`src/rtl/wb_write_arbiter_if.sv`:
```
// Bundle for the two-requester register-file write arbiter: both writeback
// request channels plus the registered register-file write port and status.
// The slave modport is the arbiter; the master modport is the requester side.
interface wb_write_arbiter_if #(
    parameter int WIDTH = 32,
    parameter int DEPTH = 32
);
    localparam int AW = (DEPTH > 1) ? $clog2(DEPTH) : 1;

    logic             REQ0_VALID;
    logic [AW-1:0]    REQ0_ADDR;
    logic [WIDTH-1:0] REQ0_DATA;
    logic             REQ0_READY;

    logic             REQ1_VALID;
    logic [AW-1:0]    REQ1_ADDR;
    logic [WIDTH-1:0] REQ1_DATA;
    logic             REQ1_READY;

    logic             WE3;
    logic [AW-1:0]    A3;
    logic [WIDTH-1:0] WD3;
    logic             ZERO_DROP;
    logic [15:0]      STALL_CNT;

    modport slave (
        input  REQ0_VALID, REQ0_ADDR, REQ0_DATA,
        input  REQ1_VALID, REQ1_ADDR, REQ1_DATA,
        output REQ0_READY, REQ1_READY,
        output WE3, A3, WD3, ZERO_DROP, STALL_CNT
    );

    modport master (
        output REQ0_VALID, REQ0_ADDR, REQ0_DATA,
        output REQ1_VALID, REQ1_ADDR, REQ1_DATA,
        input  REQ0_READY, REQ1_READY,
        input  WE3, A3, WD3, ZERO_DROP, STALL_CNT
    );
endinterface

```
`src/rtl/wb_write_arbiter.sv`:
```
// Register-file write arbiter: merges ALU writeback (requester 0) and load
// writeback (requester 1) into one registered write port. Grants are
// combinational from the VALIDs; by default ties are broken round-robin.
// Build option: define WB_ARB_FIXED_PRIO_EN to make requester 1 always win
// a tie (the round-robin pointer is then not built).
// Writes to register 0 are swallowed and flagged on ZERO_DROP.
module wb_write_arbiter #(
    parameter int WIDTH = 32,
    parameter int DEPTH = 32
) (
    input  logic                  CLK,
    input  logic                  RST,
    wb_write_arbiter_if.slave     bus
);
    localparam int AW = (DEPTH > 1) ? $clog2(DEPTH) : 1;

    logic [1:0]       valid_vec;
    logic [1:0]       grant_vec;
    logic [1:0]       stall_vec;
    logic             xfer;
    logic [AW-1:0]    sel_addr;
    logic [WIDTH-1:0] sel_data;
    logic             sel_zero;

    logic             we_reg;
    logic [AW-1:0]    a3_reg;
    logic [WIDTH-1:0] wd3_reg;
    logic             zero_drop_reg;
    logic [15:0]      stall_cnt_reg;

    assign valid_vec = {bus.REQ1_VALID, bus.REQ0_VALID};

`ifdef WB_ARB_FIXED_PRIO_EN
    // Fixed priority: requester 1 wins every tie; nothing granted in reset
    always_comb begin
        grant_vec = 2'b00;
        if (!RST) begin
            grant_vec[1] = valid_vec[1];
            grant_vec[0] = valid_vec[0] & ~valid_vec[1];
        end
    end
`else
    logic prio_reg;
    logic prio_next;

    // Round-robin grant: a lone requester wins outright, a tie goes to prio
    always_comb begin
        grant_vec = 2'b00;
        prio_next = prio_reg;
        if (!RST) begin
            if (valid_vec == 2'b11) begin
                grant_vec[0] = ~prio_reg;
                grant_vec[1] = prio_reg;
            end else begin
                grant_vec = valid_vec;
            end
            // Point at whichever requester did not get this grant
            if (grant_vec[0]) begin
                prio_next = 1'b1;
            end else if (grant_vec[1]) begin
                prio_next = 1'b0;
            end
        end
    end

    // Priority pointer register; requester 0 favoured out of reset
    always_ff @(posedge CLK) begin
        if (RST) begin
            prio_reg <= 1'b0;
        end else begin
            prio_reg <= prio_next;
        end
    end
`endif

    // A requester stalls when it asks and is not granted
    generate
        for (genvar gi = 0; gi < 2; gi++) begin : g_stall
            assign stall_vec[gi] = valid_vec[gi] & ~grant_vec[gi];
        end
    endgenerate

    assign xfer     = |grant_vec;
    assign sel_addr = grant_vec[1] ? bus.REQ1_ADDR : bus.REQ0_ADDR;
    assign sel_data = grant_vec[1] ? bus.REQ1_DATA : bus.REQ0_DATA;
    assign sel_zero = (sel_addr == '0);

    // Registered write port, zero-register filter and saturating stall count
    always_ff @(posedge CLK) begin
        if (RST) begin
            we_reg        <= 1'b0;
            a3_reg        <= '0;
            wd3_reg       <= '0;
            zero_drop_reg <= 1'b0;
            stall_cnt_reg <= 16'h0000;
        end else begin
            we_reg        <= xfer & ~sel_zero;
            zero_drop_reg <= xfer & sel_zero;
            if (xfer && !sel_zero) begin
                a3_reg  <= sel_addr;
                wd3_reg <= sel_data;
            end
            if ((|stall_vec) && (stall_cnt_reg != 16'hFFFF)) begin
                stall_cnt_reg <= stall_cnt_reg + 16'h0001;
            end
        end
    end

    // Outputs are forced to zero while reset is high so a write accepted on
    // the cycle just before reset never reaches the register file.
    assign bus.REQ0_READY = grant_vec[0];
    assign bus.REQ1_READY = grant_vec[1];
    assign bus.WE3        = we_reg & ~RST;
    assign bus.A3         = RST ? '0 : a3_reg;
    assign bus.WD3        = RST ? '0 : wd3_reg;
    assign bus.ZERO_DROP  = zero_drop_reg & ~RST;
    assign bus.STALL_CNT  = RST ? 16'h0000 : stall_cnt_reg;
endmodule
```
`src/flat_wrapper.sv`:
```
// flat-port wrapper written by rule: the top's interface ports become plain ports
module wb_write_arbiter_flat 
#(
    parameter int WIDTH = 32,
    parameter int DEPTH = 32
)
  (CLK, RST, bus_REQ0_VALID, bus_REQ0_ADDR, bus_REQ0_DATA, bus_REQ1_VALID, bus_REQ1_ADDR, bus_REQ1_DATA, bus_REQ0_READY, bus_REQ1_READY, bus_WE3, bus_A3, bus_WD3, bus_ZERO_DROP, bus_STALL_CNT);
  wb_write_arbiter_if #(.WIDTH(WIDTH), .DEPTH(DEPTH)) bus_i ();
  input  logic CLK;
  input  logic RST;
  input wire logic [$bits(bus_i.REQ0_VALID)-1:0] bus_REQ0_VALID;
  input wire logic [$bits(bus_i.REQ0_ADDR)-1:0] bus_REQ0_ADDR;
  input wire logic [$bits(bus_i.REQ0_DATA)-1:0] bus_REQ0_DATA;
  input wire logic [$bits(bus_i.REQ1_VALID)-1:0] bus_REQ1_VALID;
  input wire logic [$bits(bus_i.REQ1_ADDR)-1:0] bus_REQ1_ADDR;
  input wire logic [$bits(bus_i.REQ1_DATA)-1:0] bus_REQ1_DATA;
  output wire logic [$bits(bus_i.REQ0_READY)-1:0] bus_REQ0_READY;
  output wire logic [$bits(bus_i.REQ1_READY)-1:0] bus_REQ1_READY;
  output wire logic [$bits(bus_i.WE3)-1:0] bus_WE3;
  output wire logic [$bits(bus_i.A3)-1:0] bus_A3;
  output wire logic [$bits(bus_i.WD3)-1:0] bus_WD3;
  output wire logic [$bits(bus_i.ZERO_DROP)-1:0] bus_ZERO_DROP;
  output wire logic [$bits(bus_i.STALL_CNT)-1:0] bus_STALL_CNT;
  assign bus_i.REQ0_VALID = bus_REQ0_VALID;
  assign bus_i.REQ0_ADDR = bus_REQ0_ADDR;
  assign bus_i.REQ0_DATA = bus_REQ0_DATA;
  assign bus_i.REQ1_VALID = bus_REQ1_VALID;
  assign bus_i.REQ1_ADDR = bus_REQ1_ADDR;
  assign bus_i.REQ1_DATA = bus_REQ1_DATA;
  assign bus_REQ0_READY = bus_i.REQ0_READY;
  assign bus_REQ1_READY = bus_i.REQ1_READY;
  assign bus_WE3 = bus_i.WE3;
  assign bus_A3 = bus_i.A3;
  assign bus_WD3 = bus_i.WD3;
  assign bus_ZERO_DROP = bus_i.ZERO_DROP;
  assign bus_STALL_CNT = bus_i.STALL_CNT;
  wb_write_arbiter #(.WIDTH(WIDTH), .DEPTH(DEPTH)) u_core (.CLK(CLK), .RST(RST), .bus(bus_i));
endmodule
```
`config.mk`:
```
export PLATFORM = sky130hd
export DESIGN_NAME = wb_write_arbiter_flat
export DESIGN_NICKNAME = d
export VERILOG_FILES = /design/src/rtl/wb_write_arbiter_if.sv /design/src/rtl/wb_write_arbiter.sv /design/src/flat_wrapper.sv
export SDC_FILE = /design/constraint.sdc
export NUM_CORES = 1
export LEC_CHECK = 0
export BUFFER_PORTS_ARGS = -buffer_cell sky130_fd_sc_hd__buf_2
export CORE_MARGIN = 2
export CORE_UTILIZATION = 50
export DETAILED_ROUTE_END_ITERATION = 10
export GPL_TIMING_DRIVEN = 0
export PLACE_DENSITY = 0.87
export SYNTH_ARGS = -nofsm -noshare
export SYNTH_HDL_FRONTEND = slang
export SYNTH_SLANG_ARGS = --single-unit
```
`constraint.sdc`:
```
create_clock -name CLK -period 3.19 [get_ports CLK]
set_clock_uncertainty 0.1 [all_clocks]
set_input_delay 0.1595 -clock CLK [delete_from_list [all_inputs] [get_ports CLK]]
set_output_delay 0.1595 -clock CLK [all_outputs]
set_load 0.1 [all_outputs]
```
==> results of run 1 <==
[cell usage after synthesis (4+ instances only)]
library cell,count
nor2_1,16
dfxtp_1,56
nand3_1,7
clkbuf_1,7
nor3_1,7
nand4_1,4
mux2_2,55
o21ai_0,5
or3_1,4
buf_2,4
buf_6,5
inv_1,6
nor2b_1,51
a21oi_1,7
and4_1,5
mux2_4,21
[metal layers]
layer,vias up,track usage,part of all wire
li1,1348,-,-
met1,1230,0.269,0.40
met2,98,0.421,0.51
met3,15,0.0433,0.058
met4,0,0.102,0.025
met5,-,0,0
[per-stage QoR]
step / area (um^2) / power, mW
after global placement: 3870 / 1.34
after CTS: 3980 / 1.82
after global routing: 3980 / 1.88
final: 3980 / 1.80
after floorplan: 3100 / 1.23
after detailed placement: 3870 / 1.35
[area by class of cell]
type	instances	share of cell area
Sequential cell	56	0.282
Clock inverter	3	0.0107
Multi-Input combinational cell	219	0.465
Inverter	6	0.00566
Timing Repair Buffer	134	0.169
Tap cell	75	0.0236
Buffer	18	0.0280
Clock buffer	5	0.0173
[power breakdown]
group | leakage [nW] | switching (mW) | internal [mW]
clock network | 0.0541 | 0.237 | 0.233
logic | 1.37 | 0.382 | 0.187
registers | 0.463 | 0.0136 | 0.753
[cell families (layout without fill, tap and decap cells)]
| group | after synthesis | after routing | share of synthesized area |
|---|---|---|---|
| muxes | 79 | 79 | 0.311 |
| DFF | 56 | 56 | 0.361 |
| adders and majority gates | 2 | 2 | 0.00725 |
| AOI/OAI and AO/OA | 28 | 28 | 0.0625 |
| and+or+nand+nor | 110 | 110 | 0.215 |
| buffers and inverters | 24 | 166 | 0.0431 |
[final timing paths]
| kind | from | to | slack, ns |
|---|---|---|---|
| min reg2reg | u_core.a3_reg[1]$_SDFFE_PP0P_ | u_core.a3_reg[1]$_SDFFE_PP0P_ | 0.39 |
| max | RST | bus_REQ0_READY | 0.85 |
| max reg2reg | u_core.stall_cnt_reg[0]$_SDFFE_PP0P_ | u_core.stall_cnt_reg[2]$_SDFFE_PP0P_ | 1.12 |
| min | bus_REQ0_VALID | u_core.prio_reg$_SDFFE_PP0P_ | 0.03 |
[critical path: stages]
cell	delay [ns]
buf_2	0.17
clkbuf_1	0.40
clkbuf_1	0.45
buf_2	0.33
a21oi_1	0.08
and2_1	0.19
buf_2	0.29
==> results.md, run 1 <==
* Outcome: complete, no violations
* Die width at 82.8 um
* Slew @ Worst Pin at 0.512 ns
* Pwr dens at between 400 and 500 nW/um^2
* Synth Warn # at 0
* RSZ-0062 raised after global routing: false
* Final Instance Count excl. Fillers at 516
* Gp weighted congestion at slightly above 0.8
* Via count at around 2.7k
* Antenna Cells at 0
* Filler instances at 495
* Reg2Reg Depth at 6
* Setup Fix Bufs, Post-CTS at 0
* Clock sinks at 56
* Sequential cell area at between 1000 and 1500 um^2
* Max-Cap Viols at 0
* GR Util All Layers at 0.234
* Mapped Area at ~3100 um^2
* CTS tree: yes
* Fin worst setup slack at around 0.85 ns
* Leakage power at ~1.9 nW
* CTS Buffer Depth at 2
* Peak Freq at about 0.43 GHz
* Max H-tree Level at 2
* Vias in the first global route at between 2k and 3k
* Final ANT Viol Nets at 0
* CTS root buffer: clkbuf_8
* Core area at between 5000 and 6000 um^2
* Rel. slew slack at 0.655
* Multi-input logic area at roughly 1800 um^2
* Inst Count DP at 508
* GRT overflow at 0
* Avg Cell Area, Syn at between 10 and 15 um^2
* Seq/Total Area, Yosys at 0.361
* Clock latency on the worst-skew pair at 0.31 ns
* Largest net degree at the start of global routing at 18
* DR WL/cell at between 10 and 15 um
* Setup crit end kind: output pin
* Commonest non-fill, non-tap cell in the layout: buf_2
* Initial core utilization at 0.521
* TritonRoute pass-1 iters at 4
* Sum Neg Setup Slack at 0 ns
* Synth unique cells at 42
* Crit path DAT at approximately 2.1 ns
* Vias per inst at around 5.2
* Nets at slightly above 500
* Syn Inst Count at between 200 and 300
* Dpl hpwl at ~5900 um
* Full die area at between 6000 and 7000 um^2
* Place WS at approximately 0.84 ns
* # resized after CTS at 0
* PortBufs at approximately 130
* Area growth from synthesis to layout at 28.2%
* Yosys top cell area share at 0.361
* Routed WL at approximately 7600 um
* Ys flop type: dfxtp_1
* EDFF count, synth at 0
* Synthesized flop and latch total at 56
* Final setup violation count at 0
* Iter 0 DRT Violations at between 100 and 150
* First-pass GRT wire length at about 12000 um
* Worst EP required at a little under 3 ns
* Tcrit/Tclk final at 0.733
* Max FFs per register at 32
* CTS buffer count at 5
* Boundary Pins at 135
* Cts hold-fix bufs at 0
* Ranking of synthesized cells by area: dfxtp_1 36%, mux2_2 20%, nor2b_1 10%
* CP Launch Type: input port
* Initial antenna violation count at 0
* Post-layout minimum cycle time at 2.34 ns
* Fin util at 0.668
* Asr flop ratio synth at 0
* Most frequent cells in the layout: 138 x buf_2, 56 x dfxtp_1, 55 x mux2_2
* Drt drc at 0
* Final Max Slew Viols at 0
* Layout cells sized above 1 at 0.526
* Die Y at just over 80 um
* Area leader, netlist: dfxtp_1
* Max VDD drop at between 0.3 and 0.4 mV
* # rows at 28
* Worst Path Max Fanout at 10
* Hold WS at 0.0328 ns
* Register clock-pin slew on the reported worst setup and hold paths at about 0.10 ns
* Crit Path Category: in -> out
* Syn Nets at 378
* Worst Hold Class: in -> reg
* Hold Crit Depth at 2
* Fin. Hold Viols at 0
Power figures use the tool's default switching activity.
==> inputs of run 2 (changes only) <==
Settings changed: ABC_AREA set to 1, CORE_UTILIZATION 50 to 44, PLACE_DENSITY 0.87 to 0.8.
Clock period 3.19 ns to 1.95 ns, I/O delays scaled along.
==> results.md, run 2 <==
* Leakage power at between 2 and 2.5 nW
* Ranking of synthesized cells by area: dfxtp_1 34%, nand2_1 27%, inv_1 8.8%
* Final setup violation count at 0
* CP Launch Type: flip-flop
* Fraction of the mapped netlist area in adder cells at 0.00380
* Seq/Total Area, Yosys at 0.340
* Via count at 3769
* Final instance area at about 4300 um^2
* Fin util at 0.597
* Syn Inst Count at 567
* GR Layer Usage met3 at 0.0459
* Filler instances at 710
* Cell with the most instances after synthesis: nand2_1
* Flop pwr share at 0.413
* # rows at 31
* Synthesized flop and latch total at 56
* Peak Freq at about 0.55 GHz
* Total Power at roughly 3.0 mW
* GRT overflow at 0
* Max-Cap Viols at 0
* M2 GR Usage at 0.387
* Nets at 793
* CTS root buffer: clkbuf_8
* Boundary Pins at 135
* Asr flop ratio synth at 0
* Dpl cell area at 4090 um^2
* Most frequent cells in the layout: 235 x nand2_1, 138 x buf_2, 77 x inv_1
* Crit Path Category: reg -> out
* Area growth from synthesis to layout at 31.4%
* Setup crit end kind: output pin
* Fin worst setup slack at between 0.1 and 0.15 ns
* Layout cells sized above 1 at 0.248
* Ys flop type: dfxtp_1
* Vias in the first global route at between 3k and 4k
* Vias per inst at between 4 and 5
* Routed WL at about 8900 um
* Worst Hold Class: in -> reg
* Initial core utilization at 0.454
* EDFF count, synth at 0
* Final Instance Count excl. Fillers at a little over 800
* Final Max Slew Viols at 0
* Max H-tree Level at 2
* CTS tree: yes
* Worst EP required at approximately 1.8 ns
* Xor/xnor cell area share of the yosys netlist at 0.0292
* Gp weighted congestion at about 0.9
* Tcrit/Tclk final at 0.930
* Slew @ Worst Pin at ~0.54 ns
* PortBufs at ~130
* Hold WS at -0.000610 ns
* Die width at just over 90 um
* Sw power at approximately 1.1 mW
* Clock sinks at 56
* Mapped Area at ~3300 um^2
* Mux contribution to synthesized area at 0
* Max VDD drop at slightly above 0.4 mV
* Iter 0 DRT Violations at between 100 and 150
* Place WS at -0.0257 ns
* Commonest non-fill, non-tap cell in the layout: nand2_1
* Synth unique cells at 26
* Area leader, netlist: dfxtp_1
* Largest net degree at the start of global routing at 17
* Switching Fraction at 0.367
* Pwr dens at 702 nW/um^2
* Crit path DAT at roughly 1.6 ns
* GRT busiest layer: met2
* CTS Buffer Depth at 2
* GR met1 Demand/Resource at 0.251
* Inst Count DP at 799
* Gate power share at 0.313
* Die Y at just over 90 um
* Initial antenna violation count at 0
* Antenna Cells at 0
* Syn Nets at 646
* Register clock-pin slew on the reported worst setup and hold paths at 0.10 ns
* RSZ-0062 raised after global routing: false
* Post-layout minimum cycle time at between 1.5 and 2 ns
* Clock latency on the worst-skew pair at 0.31 ns
* Internal power at around 1.9 mW
* Failing checks: negative hold slack
* Dpl hpwl at 6930 um
* Sum Neg Setup Slack at 0 ns
* Synth Area in Compound Gates at 0.0391
* First-pass GRT wire length at 14800 um
* Full die area at 8200 um^2
* Clk pwr share at 0.274
* Avg Cell Area, Syn at between 5 and 6 um^2
* GR Util All Layers at 0.218
* Max FFs per register at 32
* Rel. slew slack at 0.638
* Final ANT Viol Nets at 0
* Yosys top cell area share at 0.340
* TritonRoute pass-1 iters at 4
* Post-synth top cells: 236 x nand2_1, 77 x inv_1, 76 x nor2_1, 56 x dfxtp_1, 46 x nand3_1
* Worst Path Max Fanout at 10
* Fin. Hold Viols at 1
* Main combinational cell family by area after synthesis: simple AND/OR/NAND/NOR gates
* Core area at roughly 7300 um^2
* CTS buffer count at 5
* Post-synthesis simple-gate area fraction at 0.453
* DR WL/cell at 10.9 um
* Drt drc at 0
* Outcome: complete, but fails checks
* Synth Warn # at 0
run 2: power groups by stage:
stage	clock (mW)	sequential (mW)	combinational, mW
global placement	0	1.28	0.917
detailed placement	0	1.28	0.927
CTS	0.840	1.25	0.943
floorplan	0	1.27	0.725
finish	0.831	1.26	0.950
global route	0.893	1.26	1.03
run 2: layer usage:
metal	vias up	wire, um
met5	-	0
met4	0	284
met3	20	577
met2	129	4370
met1	1646	3680
li1	1974	-
run 2: critical path, cell delays in order, from the launching register on:
cell     delay, ns
dfxtp_1       0.32
inv_1         0.06
nand2_2       0.11
nand2_2       0.08
buf_6         0.14
inv_1         0.16
buf_4         0.21
buf_8         0.21
run 2: area by class of cell:
type / count / area, um^2 / share of cell area
multi-input cells: 405 / 1760 / 0.406
flip-flops and latches: 56 / 1120 / 0.260
repair buffers: 140 / 741 / 0.171
inverters: 78 / 293 / 0.0676
plain buffers: 28 / 161 / 0.0373
well taps: 99 / 124 / 0.0286
clock inverters: 1 / 30.0 / 0.00694
clock buffers: 7 / 96.3 / 0.0223
run 2: logic make-up (layout without fill, tap and decap cells):
| logic type | after synthesis | in the layout |
|---|---|---|
| adder cells (fa/ha/maj) | 1 | 1 |
| flip-flops | 56 | 56 |
| AND/OR/NAND/NOR | 370 | 370 |
| buffers and inverters | 106 | 254 |
| XOR/XNOR | 11 | 11 |
| AO/OA/AOI/OAI | 23 | 23 |
run 2: worst paths after layout:
check	start	endpoint	slack, ns	cells after the start
worst max register to register	u_core.stall_cnt_reg[0]$_SDFFE_PP0P_	u_core.stall_cnt_reg[3]$_SDFFE_PP0P_	0.15	9
worst min register to register	u_core.stall_cnt_reg[15]$_SDFFE_PP0P_	u_core.stall_cnt_reg[15]$_SDFFE_PP0P_	0.39	2
worst max-delay path	u_core.prio_reg$_SDFFE_PP0P_	bus_REQ1_READY	0.14	7
worst min-delay path	bus_REQ1_DATA[28]	u_core.wd3_reg[28]$_SDFFE_PP0P_	-0.0006	5
run 2: repair_timing:
action / CTS / global route
hold buffers: 5 / 0
resized for setup: 5 / 12
buffers inserted: 0 / 2
endpoints found under the setup margin: 12 / 45
pin swaps: 0 / 2
hold endpoints to repair: 5 / 0
==> inputs of run 3 (changes only) <==
Settings changed: PLACE_DENSITY 0.8 to 0.81.
==> results.md, run 3 (synthesized netlist as in run 2, its figures left out) <==
* CTS buffer count at 5
* Clock sinks at between 50 and 60
* CTS root buffer: clkbuf_8
* Initial core utilization at 0.454
* Final ANT Viol Nets at 0
* Final Max Slew Viols at 0
* Via count at between 3k and 4k
* Fin worst setup slack at ~0.11 ns
* Full die area at about 8000 um^2
* Leakage power at between 2 and 2.5 nW
* Gp weighted congestion at around 0.89
* Core area at slightly above 7000 um^2
* CP Launch Type: flip-flop
* Hold Crit Depth at 5
* Min-Delay Endpoint: u_core.wd3_reg[15]$_SDFFE_PP0P_
* Iter 0 DRT Violations at 129
* Layout cells sized above 1 at 0.244
* Setup crit end kind: output pin
* Switching Fraction at 0.389
* Commonest non-fill, non-tap cell in the layout: nand2_1
* Worst EP required at 1.75 ns
* First-pass GRT wire length at ~15000 um
* Area growth from synthesis to layout at 29.2%
* Worst Hold Class: in -> reg
* Outcome: complete, no violations
* Reg2Reg Depth at 9
* Antenna Cells at 0
* Worst Path Max Fanout at 10
* TritonRoute pass-1 iters at 5
* Gate power share at 0.330
* Max VDD drop at 0.442 mV
* Nets at 790
* Hold WS at slightly below 0.007 ns
* Flop pwr share at 0.439
* Crit path DAT at around 1.7 ns
* Most frequent cells in the layout: 235 x nand2_1, 138 x buf_2, 77 x inv_1
* Vias per inst at 4.64
* Largest net degree at the start of global routing at 17
* Clk pwr share at 0.232
* Reg2Reg Setup Slack at around 0.11 ns
* R2R Path End: u_core.stall_cnt_reg[1]$_SDFFE_PP0P_
* Max FFs per register at 32
* Boundary Pins at 135
* Initial antenna violation count at 0
* Tcrit/Tclk final at 0.945
* Dpl hpwl at 7170 um
* Routed WL at approximately 8900 um
* Slew @ Worst Pin at 0.544 ns
* Filler instances at ~730
* Pwr dens at 672 nW/um^2
* Internal power at 1.75 mW
* CTS tree: yes
* Die width at around 91 um
* Rel. slew slack at 0.637
* Register clock-pin slew on the reported worst setup and hold paths at 0.10 ns
* Vias in the first global route at around 3.5k
* GRT overflow at 0
* Sw power at roughly 1.1 mW
* CTS Buffer Depth at 2
* Place WS at -0.00795 ns
* # rows at 31
* Crit Path Category: reg -> out
* PortBufs at 133
* DR WL/cell at around 11 um
* Final setup violation count at 0
* Clock latency on the worst-skew pair at around 0.30 ns
* Max-Cap Viols at 0
* Peak Freq at ~0.54 GHz
* Post-layout minimum cycle time at 1.84 ns
* Fin. Hold Viols at 0
* Die Y at 90.5 um
* Max H-tree Level at 2
* Reg2reg start: u_core.stall_cnt_reg[0]$_SDFFE_PP0P_
* Drt drc at 0
* Hold Crit Start: bus_REQ1_DATA[15]
* GR Util All Layers at 0.219
run 3: cell types whose count changed in the layout (fill, tap and decap cells not counted):
cell / before / now
dlygate4sd3_1: 5 / 2
clkinv_2: 0 / 2
dfxtp_1: 54 / 56
dfxtp_2: 2 / 0
buf_6: 4 / 5
buf_8: 1 / 0
bufinv_16: 1 / 0
clkbuf_8: 7 / 6
nor2_1: 71 / 72
nor2_2: 6 / 5
run 3: power groups by stage:
stage	registers [mW]	logic [mW]	clock network [mW]
after floorplan	1.27	0.725	0
after global placement	1.28	0.915	0
after detailed placement	1.28	0.929	0
after CTS	1.26	0.938	0.676
after global routing	1.26	1.02	0.710
final	1.25	0.943	0.663
run 3: layout make-up:
type	instances	area, um^2	area share
multi-input cells	405	1760	0.413
plain buffers	28	161	0.0379
flip-flops and latches	56	1120	0.263
inverters	78	293	0.0688
clock inverters	2	10.0	0.00235
well taps	99	124	0.0291
repair buffers	137	707	0.166
clock buffers	6	82.6	0.0194
run 3: through the flow:
stage / utilization / instances / power [mW] / TNS, ns / instance area, um^2
2_1_floorplan: - / 567 / 2.00 / -6.71 / 3300
3_3_place_gp: 0.564 / 799 / 2.19 / 0 / 4090
3_5_place_dp: 0.564 / 799 / 2.21 / -0.0120 / 4090
4_1_cts: 0.581 / 809 / 2.87 / 0 / 4220
5_1_grt: 0.587 / 811 / 2.99 / -0.0496 / 4260
6_report: 0.587 / 811 / 2.86 / 0 / 4260
run 3: worst max-delay path by stage:
stage,startpoint,end,slack (ns),depth (start not counted)
3_3_place_gp,u_core.stall_cnt_reg[1]$_SDFFE_PP0P_,u_core.stall_cnt_reg[7]$_SDFFE_PP0P_,0.02,8
5_1_grt,u_core.stall_cnt_reg[1]$_SDFFE_PP0P_,u_core.stall_cnt_reg[10]$_SDFFE_PP0P_,-0.02,8
3_5_place_dp,u_core.stall_cnt_reg[0]$_SDFFE_PP0P_,u_core.stall_cnt_reg[14]$_SDFFE_PP0P_,-0.008,8
4_1_cts,u_core.stall_cnt_reg[1]$_SDFFE_PP0P_,u_core.stall_cnt_reg[11]$_SDFFE_PP0P_,0.02,8
2_1_floorplan,RST,bus_STALL_CNT[10],-0.16,4
6_report,u_core.prio_reg$_SDFFE_PP0P_,bus_REQ1_READY,0.11,7
run 3: critical path, stage by stage, from the launching register on:
cell and delay, ns:
dfxtp_1 0.32, inv_1 0.06, nand2_2 0.11, nand2_2 0.09, buf_6 0.14, inv_1 0.16
buf_4 0.21, buf_6 0.24
run 3: repair_timing:
item,in CTS,in global routing
hold buffers,2,0
setup buffers,0,2
cloned,0,0
resized for setup,4,7
hold endpoints to repair,2,0
setup endpoints to repair,11,49
pin swaps,0,2
run 3: routing by layer:
| layer | routed length (um) | up-vias | track usage |
|---|---|---|---|
| met5 | 0 | - | 0 |
| met4 | 140 | 0 | 0.0718 |
| met3 | 527 | 12 | 0.0442 |
| met2 | 4470 | 110 | 0.395 |
| met1 | 3790 | 1665 | 0.259 |
| li1 | - | 1974 | - |
